[config.mk]
export PLATFORM = sky130hd
export DESIGN_NAME = ov7670_stream_tx_flat
export DESIGN_NICKNAME = d
export VERILOG_FILES = /design/src/rtl/ov7670_stream_tx_pkg.sv /design/src/rtl/ov7670_stream_tx_if.sv /design/src/rtl/ov7670_timing_gen.sv /design/src/rtl/ov7670_stream_tx.sv /design/src/flat_wrapper.sv
export SDC_FILE = /design/constraint.sdc
export NUM_CORES = 1
export LEC_CHECK = 0
export BUFFER_PORTS_ARGS = -buffer_cell sky130_fd_sc_hd__buf_2
export CORE_MARGIN = 1
export CORE_UTILIZATION = 64
export DETAILED_ROUTE_END_ITERATION = 10
export GPL_TIMING_DRIVEN = 1
export PLACE_DENSITY = 0.85
export SKIP_LAST_GASP = 1
export SLEW_MARGIN = 10
export SYNTH_ARGS = -nofsm -noshare
export SYNTH_HDL_FRONTEND = slang
export SYNTH_SLANG_ARGS = --single-unit
[constraint.sdc]
create_clock -name CLOCK -period 6.4 [get_ports CLOCK]
set_input_delay 0.32 -clock CLOCK [delete_from_list [all_inputs] [get_ports CLOCK]]
set_output_delay 0.32 -clock CLOCK [all_outputs]
set_load 0.05 [all_outputs]
[src/rtl/ov7670_stream_tx_pkg.sv]
// Shared types for the OV7670-style stream transmitter and its capture peer.
// Holds the FSM state encoding and the RGB444 two-byte wire order.
package ov7670_stream_tx_pkg;

  localparam int unsigned ADDR_W = 15;
  localparam int unsigned PIX_W  = 12;
  localparam int unsigned BYTE_W = 8;

  typedef enum logic [2:0] {
    STATE_IDLE   = 3'd0,
    STATE_VSYNC  = 3'd1,
    STATE_VBACK  = 3'd2,
    STATE_ACTIVE = 3'd3,
    STATE_VFRONT = 3'd4
  } state_e;

  typedef struct packed {
    logic [3:0] r;
    logic [3:0] g;
    logic [3:0] b;
  } rgb444_t;

  // Wire order: even byte carries {0, B}, odd byte carries {G, R}.
  function automatic logic [BYTE_W-1:0] rgb444_byte(input rgb444_t pix, input logic odd);
    return odd ? {pix.g, pix.r} : {4'h0, pix.b};
  endfunction

endpackage

[src/rtl/ov7670_stream_tx_if.sv]
// Camera-side parallel bus plus the pixel RAM read port feeding it.
interface ov7670_stream_tx_if;
  import ov7670_stream_tx_pkg::*;

  logic              PCLK;
  logic              VSYNC;
  logic              HREF;
  logic [BYTE_W-1:0] DATA;
  logic [ADDR_W-1:0] RD_ADDR;
  logic [PIX_W-1:0]  RD_DATA;

  modport master (
    output PCLK, VSYNC, HREF, DATA, RD_ADDR,
    input  RD_DATA
  );

  modport slave (
    input  PCLK, VSYNC, HREF, DATA, RD_ADDR,
    output RD_DATA
  );

endinterface

[src/rtl/ov7670_timing_gen.sv]
// Frame timing for the stream transmitter: PCLK phase, period/line counters,
// frame FSM, sync outputs and the strobes that steer address and byte muxing.
module ov7670_timing_gen
  import ov7670_stream_tx_pkg::*;
#(
  parameter int unsigned WIDTH       = 176,
  parameter int unsigned HEIGHT      = 144,
  parameter int unsigned HBLANK      = 16,
  parameter int unsigned VSYNC_LINES = 3,
  parameter int unsigned VBP_LINES   = 2,
  parameter int unsigned VFP_LINES   = 2
) (
  input  logic              clk,
  input  logic              rst,
  input  logic              enable,
  output logic              tick_c,
  output logic              pclk,
  output logic              href,
  output logic              vsync,
  output logic              frame_done,
  output logic              frame_start_c,
  output logic              row_load_c,
  output logic              first_row_c,
  output logic              pix_load_c,
  output logic [ADDR_W-1:0] fetch_x_c,
  output logic              byte_even_c,
  output logic              byte_odd_c
);

  localparam int unsigned LINE_LEN    = 2 * WIDTH + HBLANK;
  localparam int unsigned FRAME_LINES = VSYNC_LINES + VBP_LINES + HEIGHT + VFP_LINES;
  localparam int unsigned PCNT_W      = $clog2(LINE_LEN);
  localparam int unsigned LINE_W      = $clog2(FRAME_LINES);

  state_e            state_q, state_d, after_state_c;
  logic [PCNT_W-1:0] pcnt_q, pcnt_d;
  logic [LINE_W-1:0] line_q, line_d, last_line_c;
  logic              phase_q, phase_d;
  logic              href_q, href_d;
  logic              vsync_q, vsync_d;
  logic              done_q, done_d;
  logic              href_nxt_c;

  assign tick_c = phase_q;

  // State register: phase runs freely, everything else moves on ticks only.
  always_ff @(posedge clk) begin
    if (rst) begin
      state_q <= STATE_IDLE;
      pcnt_q  <= '0;
      line_q  <= '0;
      phase_q <= 1'b0;
    end else begin
      state_q <= state_d;
      pcnt_q  <= pcnt_d;
      line_q  <= line_d;
      phase_q <= phase_d;
    end
  end

  // Next state: period counter wraps per line, lines counted within each state.
  always_comb begin
    state_d       = state_q;
    pcnt_d        = pcnt_q;
    line_d        = line_q;
    phase_d       = ~phase_q;
    last_line_c   = '0;
    after_state_c = STATE_IDLE;
    case (state_q)
      STATE_VSYNC: begin
        last_line_c   = LINE_W'(VSYNC_LINES - 1);
        after_state_c = STATE_VBACK;
      end
      STATE_VBACK: begin
        last_line_c   = LINE_W'(VBP_LINES - 1);
        after_state_c = STATE_ACTIVE;
      end
      STATE_ACTIVE: begin
        last_line_c   = LINE_W'(HEIGHT - 1);
        after_state_c = STATE_VFRONT;
      end
      STATE_VFRONT: begin
        last_line_c   = LINE_W'(VFP_LINES - 1);
        after_state_c = enable ? STATE_VSYNC : STATE_IDLE;
      end
      default: ;
    endcase
    if (tick_c) begin
      if (state_q == STATE_IDLE) begin
        if (enable) state_d = STATE_VSYNC;
      end else if (pcnt_q == PCNT_W'(LINE_LEN - 1)) begin
        pcnt_d = '0;
        if (line_q == last_line_c) begin
          line_d  = '0;
          state_d = after_state_c;
        end else begin
          line_d = line_q + LINE_W'(1);
        end
      end else begin
        pcnt_d = pcnt_q + PCNT_W'(1);
      end
    end
  end

  // Outputs and strobes describe the period that the current tick starts.
  always_comb begin
    href_nxt_c    = (state_d == STATE_ACTIVE) && (pcnt_d < PCNT_W'(2 * WIDTH));
    href_d        = href_nxt_c;
    vsync_d       = (state_d == STATE_VSYNC);
    done_d        = tick_c && (state_q == STATE_VFRONT) && (state_d != STATE_VFRONT);
    frame_start_c = tick_c && (state_q != STATE_VSYNC) && (state_d == STATE_VSYNC);
    row_load_c    = tick_c && (pcnt_d == PCNT_W'(LINE_LEN - 1)) &&
                    (((state_d == STATE_VBACK) && (line_d == LINE_W'(VBP_LINES - 1))) ||
                     ((state_d == STATE_ACTIVE) && (line_d != LINE_W'(HEIGHT - 1))));
    first_row_c   = (state_d == STATE_VBACK);
    pix_load_c    = tick_c && (state_d == STATE_ACTIVE) && pcnt_d[0] &&
                    (pcnt_d < PCNT_W'(2 * WIDTH - 1));
    fetch_x_c     = ADDR_W'((pcnt_d + PCNT_W'(1)) >> 1);
    byte_even_c   = tick_c && href_nxt_c && !pcnt_d[0];
    byte_odd_c    = tick_c && href_nxt_c && pcnt_d[0];
  end

  always_ff @(posedge clk) begin
    if (rst) begin
      href_q  <= 1'b0;
      vsync_q <= 1'b0;
      done_q  <= 1'b0;
    end else begin
      href_q  <= href_d;
      vsync_q <= vsync_d;
      done_q  <= done_d;
    end
  end

  assign pclk       = phase_q;
  assign href       = href_q;
  assign vsync      = vsync_q;
  assign frame_done = done_q;

endmodule

[src/rtl/ov7670_stream_tx.sv]
// OV7670-style RGB444 stream source: timing generator plus RAM address
// generator, pixel register and two-byte-per-pixel output mux.
module ov7670_stream_tx
  import ov7670_stream_tx_pkg::*;
#(
  parameter int unsigned WIDTH       = 176,
  parameter int unsigned HEIGHT      = 144,
  parameter int unsigned HBLANK      = 16,
  parameter int unsigned VSYNC_LINES = 3,
  parameter int unsigned VBP_LINES   = 2,
  parameter int unsigned VFP_LINES   = 2
) (
  input  logic               CLOCK,
  input  logic               RESET,
  input  logic               ENABLE,
  output logic               FRAME_DONE,
  ov7670_stream_tx_if.master cam
);

  logic              tick_c, pclk, href, vsync, frame_done;
  logic              frame_start_c, row_load_c, first_row_c, pix_load_c;
  logic              byte_even_c, byte_odd_c;
  logic [ADDR_W-1:0] fetch_x_c;

  logic [ADDR_W-1:0] row_base_q, row_base_d;
  logic [ADDR_W-1:0] rd_addr_q, rd_addr_d;
  rgb444_t           pix_q, pix_d;
  logic [BYTE_W-1:0] data_q, data_d;

  ov7670_timing_gen #(
    .WIDTH      (WIDTH),
    .HEIGHT     (HEIGHT),
    .HBLANK     (HBLANK),
    .VSYNC_LINES(VSYNC_LINES),
    .VBP_LINES  (VBP_LINES),
    .VFP_LINES  (VFP_LINES)
  ) u_timing (
    .clk          (CLOCK),
    .rst          (RESET),
    .enable       (ENABLE),
    .tick_c       (tick_c),
    .pclk         (pclk),
    .href         (href),
    .vsync        (vsync),
    .frame_done   (frame_done),
    .frame_start_c(frame_start_c),
    .row_load_c   (row_load_c),
    .first_row_c  (first_row_c),
    .pix_load_c   (pix_load_c),
    .fetch_x_c    (fetch_x_c),
    .byte_even_c  (byte_even_c),
    .byte_odd_c   (byte_odd_c)
  );

  // Address runs one RAM latency plus one PCLK phase ahead of the even byte.
  always_comb begin
    row_base_d = row_base_q;
    rd_addr_d  = rd_addr_q;
    pix_d      = pix_q;
    data_d     = data_q;
    if (frame_start_c) begin
      row_base_d = '0;
      rd_addr_d  = '0;
    end
    if (row_load_c) begin
      row_base_d = first_row_c ? '0 : row_base_q + ADDR_W'(WIDTH);
      rd_addr_d  = row_base_d;
    end
    if (pix_load_c) begin
      rd_addr_d = row_base_q + fetch_x_c;
    end
    if (tick_c) begin
      data_d = '0;
    end
    if (byte_even_c) begin
      pix_d  = rgb444_t'(cam.RD_DATA);
      data_d = rgb444_byte(pix_d, 1'b0);
    end
    if (byte_odd_c) begin
      data_d = rgb444_byte(pix_q, 1'b1);
    end
  end

  always_ff @(posedge CLOCK) begin
    if (RESET) begin
      row_base_q <= '0;
      rd_addr_q  <= '0;
      pix_q      <= '0;
      data_q     <= '0;
    end else begin
      row_base_q <= row_base_d;
      rd_addr_q  <= rd_addr_d;
      pix_q      <= pix_d;
      data_q     <= data_d;
    end
  end

  assign cam.PCLK    = pclk;
  assign cam.VSYNC   = vsync;
  assign cam.HREF    = href;
  assign cam.DATA    = data_q;
  assign cam.RD_ADDR = rd_addr_q;
  assign FRAME_DONE  = frame_done;

endmodule

[src/flat_wrapper.sv]
// flat-port wrapper written by rule: the top's interface ports become plain ports
module ov7670_stream_tx_flat import ov7670_stream_tx_pkg::*;
#(
  parameter int unsigned WIDTH       = 176,
  parameter int unsigned HEIGHT      = 144,
  parameter int unsigned HBLANK      = 16,
  parameter int unsigned VSYNC_LINES = 3,
  parameter int unsigned VBP_LINES   = 2,
  parameter int unsigned VFP_LINES   = 2
)
  (CLOCK, RESET, ENABLE, FRAME_DONE, cam_PCLK, cam_VSYNC, cam_HREF, cam_DATA, cam_RD_ADDR, cam_RD_DATA);
  ov7670_stream_tx_if cam_i ();
  input  logic CLOCK;
  input  logic RESET;
  input  logic ENABLE;
  output logic FRAME_DONE;
  output wire logic [$bits(cam_i.PCLK)-1:0] cam_PCLK;
  output wire logic [$bits(cam_i.VSYNC)-1:0] cam_VSYNC;
  output wire logic [$bits(cam_i.HREF)-1:0] cam_HREF;
  output wire logic [$bits(cam_i.DATA)-1:0] cam_DATA;
  output wire logic [$bits(cam_i.RD_ADDR)-1:0] cam_RD_ADDR;
  input wire logic [$bits(cam_i.RD_DATA)-1:0] cam_RD_DATA;
  assign cam_PCLK = cam_i.PCLK;
  assign cam_VSYNC = cam_i.VSYNC;
  assign cam_HREF = cam_i.HREF;
  assign cam_DATA = cam_i.DATA;
  assign cam_RD_ADDR = cam_i.RD_ADDR;
  assign cam_i.RD_DATA = cam_RD_DATA;
  ov7670_stream_tx #(.WIDTH(WIDTH), .HEIGHT(HEIGHT), .HBLANK(HBLANK), .VSYNC_LINES(VSYNC_LINES), .VBP_LINES(VBP_LINES), .VFP_LINES(VFP_LINES)) u_core (.CLOCK(CLOCK), .RESET(RESET), .ENABLE(ENABLE), .FRAME_DONE(FRAME_DONE), .cam(cam_i));
endmodule
---- Yosys cells after proc, flatten, opt, wreduce, memory -nomap -nowiden ----
Cells that the tools add are included.
storage, ports and cells
  bits in registers ....................... 70
  input bits .............................. 15
  output and inout bits ................... 27
  logic and storage cells ................. 78
operators by class
  add/sub/neg operators ................... 5
  $lt $le $gt $ge ......................... 2
  equality and inequality tests ........... 14
  multiplexer cells ....................... 22
  bitwise gates (word level) .............. 1
  reductions and logical operators ........ 22
operators with widths
  kind                                                  number
  two-way mux 15 bit                                    4
  two-way mux 8 bit                                     7
  two-way mux 9 bit                                     3
  one-hot mux 8 bit (3 select lines)                    1
  equality test 9 bit (second input constant)           2
  less-than comparator 9 bit (second input constant)    2
  adder 15 x 8 -> 15 bit (second input constant)        1
  adder 15 x 9 -> 15 bit                                1
  logical AND 1 bit                                     15
  two-way mux 3 bit                                     5
  equality test 3 x 2 -> 1 bit (second input constant)  4
  one-hot mux 3 bit (4 select lines)                    1
  adder 9 x 1 -> 10 bit (second input constant)         1
  adder 9 x 1 -> 9 bit (second input constant)          1
  adder 8 x 1 -> 8 bit (second input constant)          1
  equality test 8 x 1 -> 1 bit (second input constant)  1
  equality test 8 bit                                   1
  != test 8 bit (second input constant)                 1
  equality test 3 x 1 -> 1 bit (second input constant)  2
  nonzero test 3 bit                                    2
  equality test 3 bit (second input constant)           1
  logical NOT 3 bit                                     1
  != test 3 x 1 -> 1 bit (second input constant)        1
  != test 3 bit (second input constant)                 1
  6 further kinds                                       6

---- Logic depth before layout (Yosys ltp) ----
  depth after elaboration ................. 14
  gate-level depth with buffers ........... 20
  mapped depth without buffers ............ 19

---- Hierarchy ----
Synthesis repeated with hierarchy kept, for this count alone.
unflattened totals
  cells, all modules ...................... 563
  area, all modules ....................... 4510.6 µm²
by module, submodules not included
  module             instances  cells each  area an instance (µm²)  seq. area each (µm²)
  ov7670_stream_tx   1          347         2806.4                  920.9
  ov7670_timing_gen  1          216         1704.1                  480.5

---- Worst setup path after synthesis ----
Ideal clock, no wire load.
  path kind ............................... flip-flop to flip-flop
  from .................................... register u_core.u_timing.phase_q (netlist: u_core.u_timing.pclk)
  to ...................................... register u_core.rd_addr_q[13] (netlist: u_core.cam.RD_ADDR[13])
  library setup time ...................... 0.070 ns
  arrival time ............................ 4.092 ns
  slack ................................... 2.238 ns
  stages on the path, launching flop included .. 20
  buffers on the path ..................... 2
  path through ............................ dfxtp_1 -> buf_2 -> o31ai_4 -> buf_4 -> a311o_1 -> nand2_2 -> ha_1 -> nand3_1 -> o22ai_1 -> nor2b_1 -> nand2_1 -> xor2_1 -> ha_1 -> a21o_1 -> a21oi_1 -> o21a_1 -> nor2_1 -> xnor2_1 -> a221o_1 -> a21oi_1
between the ends
  elaborated cells between the ends (all ways) .. 26
  classes of those cells .................. add/sub: 2; order compare: 1; eq/ne: 6; mux: 6; reduce/logical: 11
RTL lines
  item                                                            RTL line                 text
  start: declaration                                              ov7670_timing_gen.sv:38  logic phase_q, phase_d;
  start signal: assignment                                        ov7670_timing_gen.sv:57  phase_q <= phase_d;
  two-way mux 9 bit *                                             ov7670_timing_gen.sv:88  if (tick_c) begin
  net u_core.u_timing.pcnt_d[0]                                   ov7670_timing_gen.sv:36  logic [PCNT_W-1:0] pcnt_q, pcnt_d;
  branches (longest 5 deep; another with adder 15 x 9 -> 15 bit)  --
  end signal: assignment                                          ov7670_stream_tx.sv:92   rd_addr_q <= rd_addr_d;
  end: declaration                                                ov7670_stream_tx.sv:26   logic [ADDR_W-1:0] rd_addr_q, rd_addr_d;
Mark *: on every way through the listed nets, which the timed path passes.
A chain may end at the register's enable or synchronous reset.

---- Worst setup path after layout ----
  from .................................... register u_core.u_timing.state_q[2]
  to ...................................... register u_core.rd_addr_q[14] (netlist: u_core.cam.RD_ADDR[14])
between the ends
  elaborated cells between the ends (all ways) .. 44
  classes of those cells .................. add/sub: 2; order compare: 1; eq/ne: 12; mux: 16; reduce/logical: 13
RTL lines
  item                                                            RTL line                 text
  start: declaration                                              ov7670_timing_gen.sv:35  state_e state_q, state_d, after_state_c;
  start signal: assignment                                        ov7670_timing_gen.sv:54  state_q <= state_d;
  logical NOT 3 bit *                                             ov7670_timing_gen.sv:89  if (state_q == STATE_IDLE) begin
  two-way mux 9 bit *                                             ov7670_timing_gen.sv:89
  two-way mux 9 bit *                                             ov7670_timing_gen.sv:88
  net u_core.u_timing.pcnt_d[0]                                   ov7670_timing_gen.sv:36
  branches (longest 5 deep; another with adder 15 x 9 -> 15 bit)  --
Marks and branches as above.

==> out/qor.yml <==
timing:
  grt_setup_unrepaired: "no"
  fmax_ghz: 0.219
  finalCriticalPeriod_ns: 4.56
  skew_ns: 0.00977
  setup_tns_ns: 0
  setup_violations: 0
  relSlewSlack_pct: 39.1
  whs_ns: 0.208
  worst-slew-pin-transition_ns: 0.912
  drv_slew: 0
  hold_viol: 0
  min_period_over_period_pct: 71.2
floorplanning:
  row_count: 29
  core-area_um2: 6350
  die_h_um: 83.3
  die_area_um2: 6940
  start_util_pct: 66.6
  die_w_um: 83.3
  ios: 42
power:
  p_switching_mw: 0.229
  peakVddDrop_v: 0.000151
  total_power_mw: 0.878
  powerDensity_nw_per_um2: 191
  leakage_nw: 1.79
  p_int_mw: 0.649
  swShare_pct: 26.1
  pwr-share-clk_pct: 42.5
  power_frac_comb_pct: 6.9
  sequentialPowerShare_pct: 50.7
setup_path:
  critical_path.endpoint_type: "register"
  critPathMaxFanout: 16
  ff2ff_setup_slack_ns: 1.84
  crit_path_start_kind: "register"
  regToRegStartpoint: "u_core.u_timing.state_q[2]"
  r2r_cells: 18
  crit_arrival_ns: 4.78
  reg2reg_to: "u_core.cam.RD_ADDR[14]"
  worstSetupPathType: "register to register"
  cp.required_ns: 6.62
logic_synthesis:
  syn_area_um2: 4230
  ys.flop_type: "dfxtp_1"
  synthArstFlopShare_pct: 0
  synth.ff_latch_count: 70
  yosysSeqAreaShare_pct: 33.1
  syn_nets: 539
  syn_area_per_cell_um2: 8.31
  ys_warn_count: 0
  syn-instance-count: 509
  synthDistinctLibCells: 73
  synth-edff-count: 0
global_route:
  antenna_found_initial: 0
  grt_pass1_vias: 3685
  grt_first_pass_wirelength_um: 17300
  overflow: 0
  grt_max_degree: 58
  groute.usage.overall_pct: 30.6
cts:
  post_cts_resized: 0
  clk_pin_slew_ns: 0.08
  cts-root-buf: "clkbuf_8"
  clk_latency_ns: 0.35
  cts_setup_buffers: 0
  hold_buffers: 0
  numClockSinks: 70
  htreeDepth: 3
  cts_buffers: 9
  cts_tree: "built"
  clk_path_buf_depth: 2
drt:
  drt_iter0_drc: 420
  routed_via_density: 6.48
  drc_errors: 0
  vias: 3989
  drt-total-wl_um: 10500
  dr.pass1.iters: 5
  wl_per_cell_um: 17.1
  drtAntennaViolNets: 0
cells_and_area:
  stdcell_count: 616
  syn_to_final_growth_pct: 8.55
  drive_gt1_share_pct: 14.5
  nNetsFinal: 564
  diodes: 0
  final_area_um2: 4590
outcome:
  status: "completed"
min_path:
  hold_depth: 3
  hp-class: "input pin to register"
  hold_end: "u_core.pix_q[8]"
  min_from: "cam_RD_DATA[8]"
placed_design:
  hpwl_um: 7540
  gp_congestion: 0.937
  port_buffers: 41
  dp.cells: 600
  placed_area_um2: 4380
job:
  cap_violations: 0
power groups by stage:
| stage | Sequential, mW | Clock, mW | Combinational (mW) |
|---|---|---|---|
| floorplan | 0.457 | 0 | 0.0420 |
| global placement | 0.454 | 0 | 0.0575 |
| detailed placement | 0.455 | 0 | 0.0585 |
| CTS | 0.444 | 0.379 | 0.0592 |
| global route | 0.445 | 0.396 | 0.0644 |
| finish | 0.445 | 0.373 | 0.0601 |
how the worst max path moves through the flow:
stage	start	endpoint	slack (ns)	cells after the start
3_3_place_gp	u_core.u_timing.state_q[0]	u_core.cam.RD_ADDR[14]	2.12	18
2_1_floorplan	u_core.u_timing.pclk	u_core.cam.RD_ADDR[13]	2.24	19
4_1_cts	u_core.u_timing.state_q[2]	u_core.cam.RD_ADDR[14]	1.92	18
6_report	u_core.u_timing.state_q[2]	u_core.cam.RD_ADDR[14]	1.84	18
3_5_place_dp	u_core.u_timing.state_q[2]	u_core.cam.RD_ADDR[14]	1.97	18
5_1_grt	u_core.u_timing.state_q[2]	u_core.cam.RD_ADDR[14]	1.56	18
Yosys cell counts, types with 10 or more instances:
cell type	number	share of area [%]
xnor2_1	20	4.1
xor2_1	10	2.1
a21oi_1	41	4.9
nor3_1	12	1.4
dfxtp_1	70	33
clkbuf_1	13	1.2
nand3_1	24	2.8
o21ai_0	10	1.2
mux2i_1	18	4.3
nor2_1	61	5.4
inv_1	13	1.2
ha_1	14	4.1
nand2_1	51	4.5
cell usage in the layout, fill, tap and decap left out, drive strengths merged, types with 4 or more instances in the layout:
cell,n
a21o,5
a21oi,41
a22o,6
a22oi,5
a311oi,6
a31oi,6
and2,7
buf,43
clkbuf,10
dfxtp,70
ha,14
inv,14
mux2i,18
nand2,52
nand3,25
nand3b,5
nor2,62
nor2b,7
nor3,13
nor4,4
o2111a,4
o2111ai,6
o21a,6
o21ai,12
o22ai,4
or3,6
or4,4
xnor2,20
xor2,10
state kept, by name (all words and copies together), names as in the netlist:
signal and flops:
u_core.u_timing.pcnt_q 9, u_core.u_timing.line_q 8, u_core.u_timing.href 1, u_core.cam.DATA 8, u_core.u_timing.frame_done 1, u_core.u_timing.pclk 1
u_core.u_timing.state_q 3, u_core.row_base_q 15, u_core.cam.RD_ADDR 15, u_core.pix_q 8, u_core.u_timing.vsync 1
through the flow:
step                worst slack (ns)  util (%)
floorplan                       2.24         -
global placement                2.12      69.0
detailed placement              1.97      69.0
CTS                             1.92      72.3
global route                    1.56      72.3
finish                          1.84      72.3
layout make-up:
| class | instances | area, um2 |
|---|---|---|
| tap | 77 | 96.3 |
| multi-input combinational | 397 | 2620 |
| clock inverter | 6 | 70.1 |
| inverter | 13 | 48.8 |
| fill | 473 | 1760 |
| timing repair buffer | 43 | 220 |
| clock buffer | 10 | 138 |
| sequential | 70 | 1400 |
worst max-delay path, stage by stage (launching register included):
cell      delay, ns
dfxtp_1        0.50
o31ai_4        0.66
nand2_1        0.20
nand2_2        0.27
ha_1           0.27
nand3_1        0.09
o22ai_1        0.30
nor2b_1        0.22
nand2_1        0.08
xor2_1         0.15
ha_1           0.36
nand2_1        0.08
o211ai_1       0.31
a31o_2         0.24
a21o_1         0.19
nor2b_1        0.15
o22ai_1        0.08
a32oi_1        0.19
a21oi_1        0.08
layer usage:
layer | wire [um] | vias to the layer above | GRT usage (%)
met4 | 378 | 0 | 15.4
met3 | 730 | 37 | 6.16
met1 | 4490 | 1845 | 38.3
met2 | 4940 | 200 | 49.9
li1 | - | 1907 | -
met5 | 0 | - | 0
cell families (layout without fill, tap and decap cells):
family	count (synthesis)	count (layout)	share of synthesized area, %
multiplexers	18	18	4.26
AND/OR/NAND/NOR	202	202	24.1
XOR/XNOR	30	30	6.21
adder cells (fa/ha/maj)	15	15	4.62
AO/OA/AOI/OAI	132	132	22.6
flip-flops	70	70	33.1
buffers and inverters	42	72	5.00
Note: power is estimated with default switching activity, not from simulation.
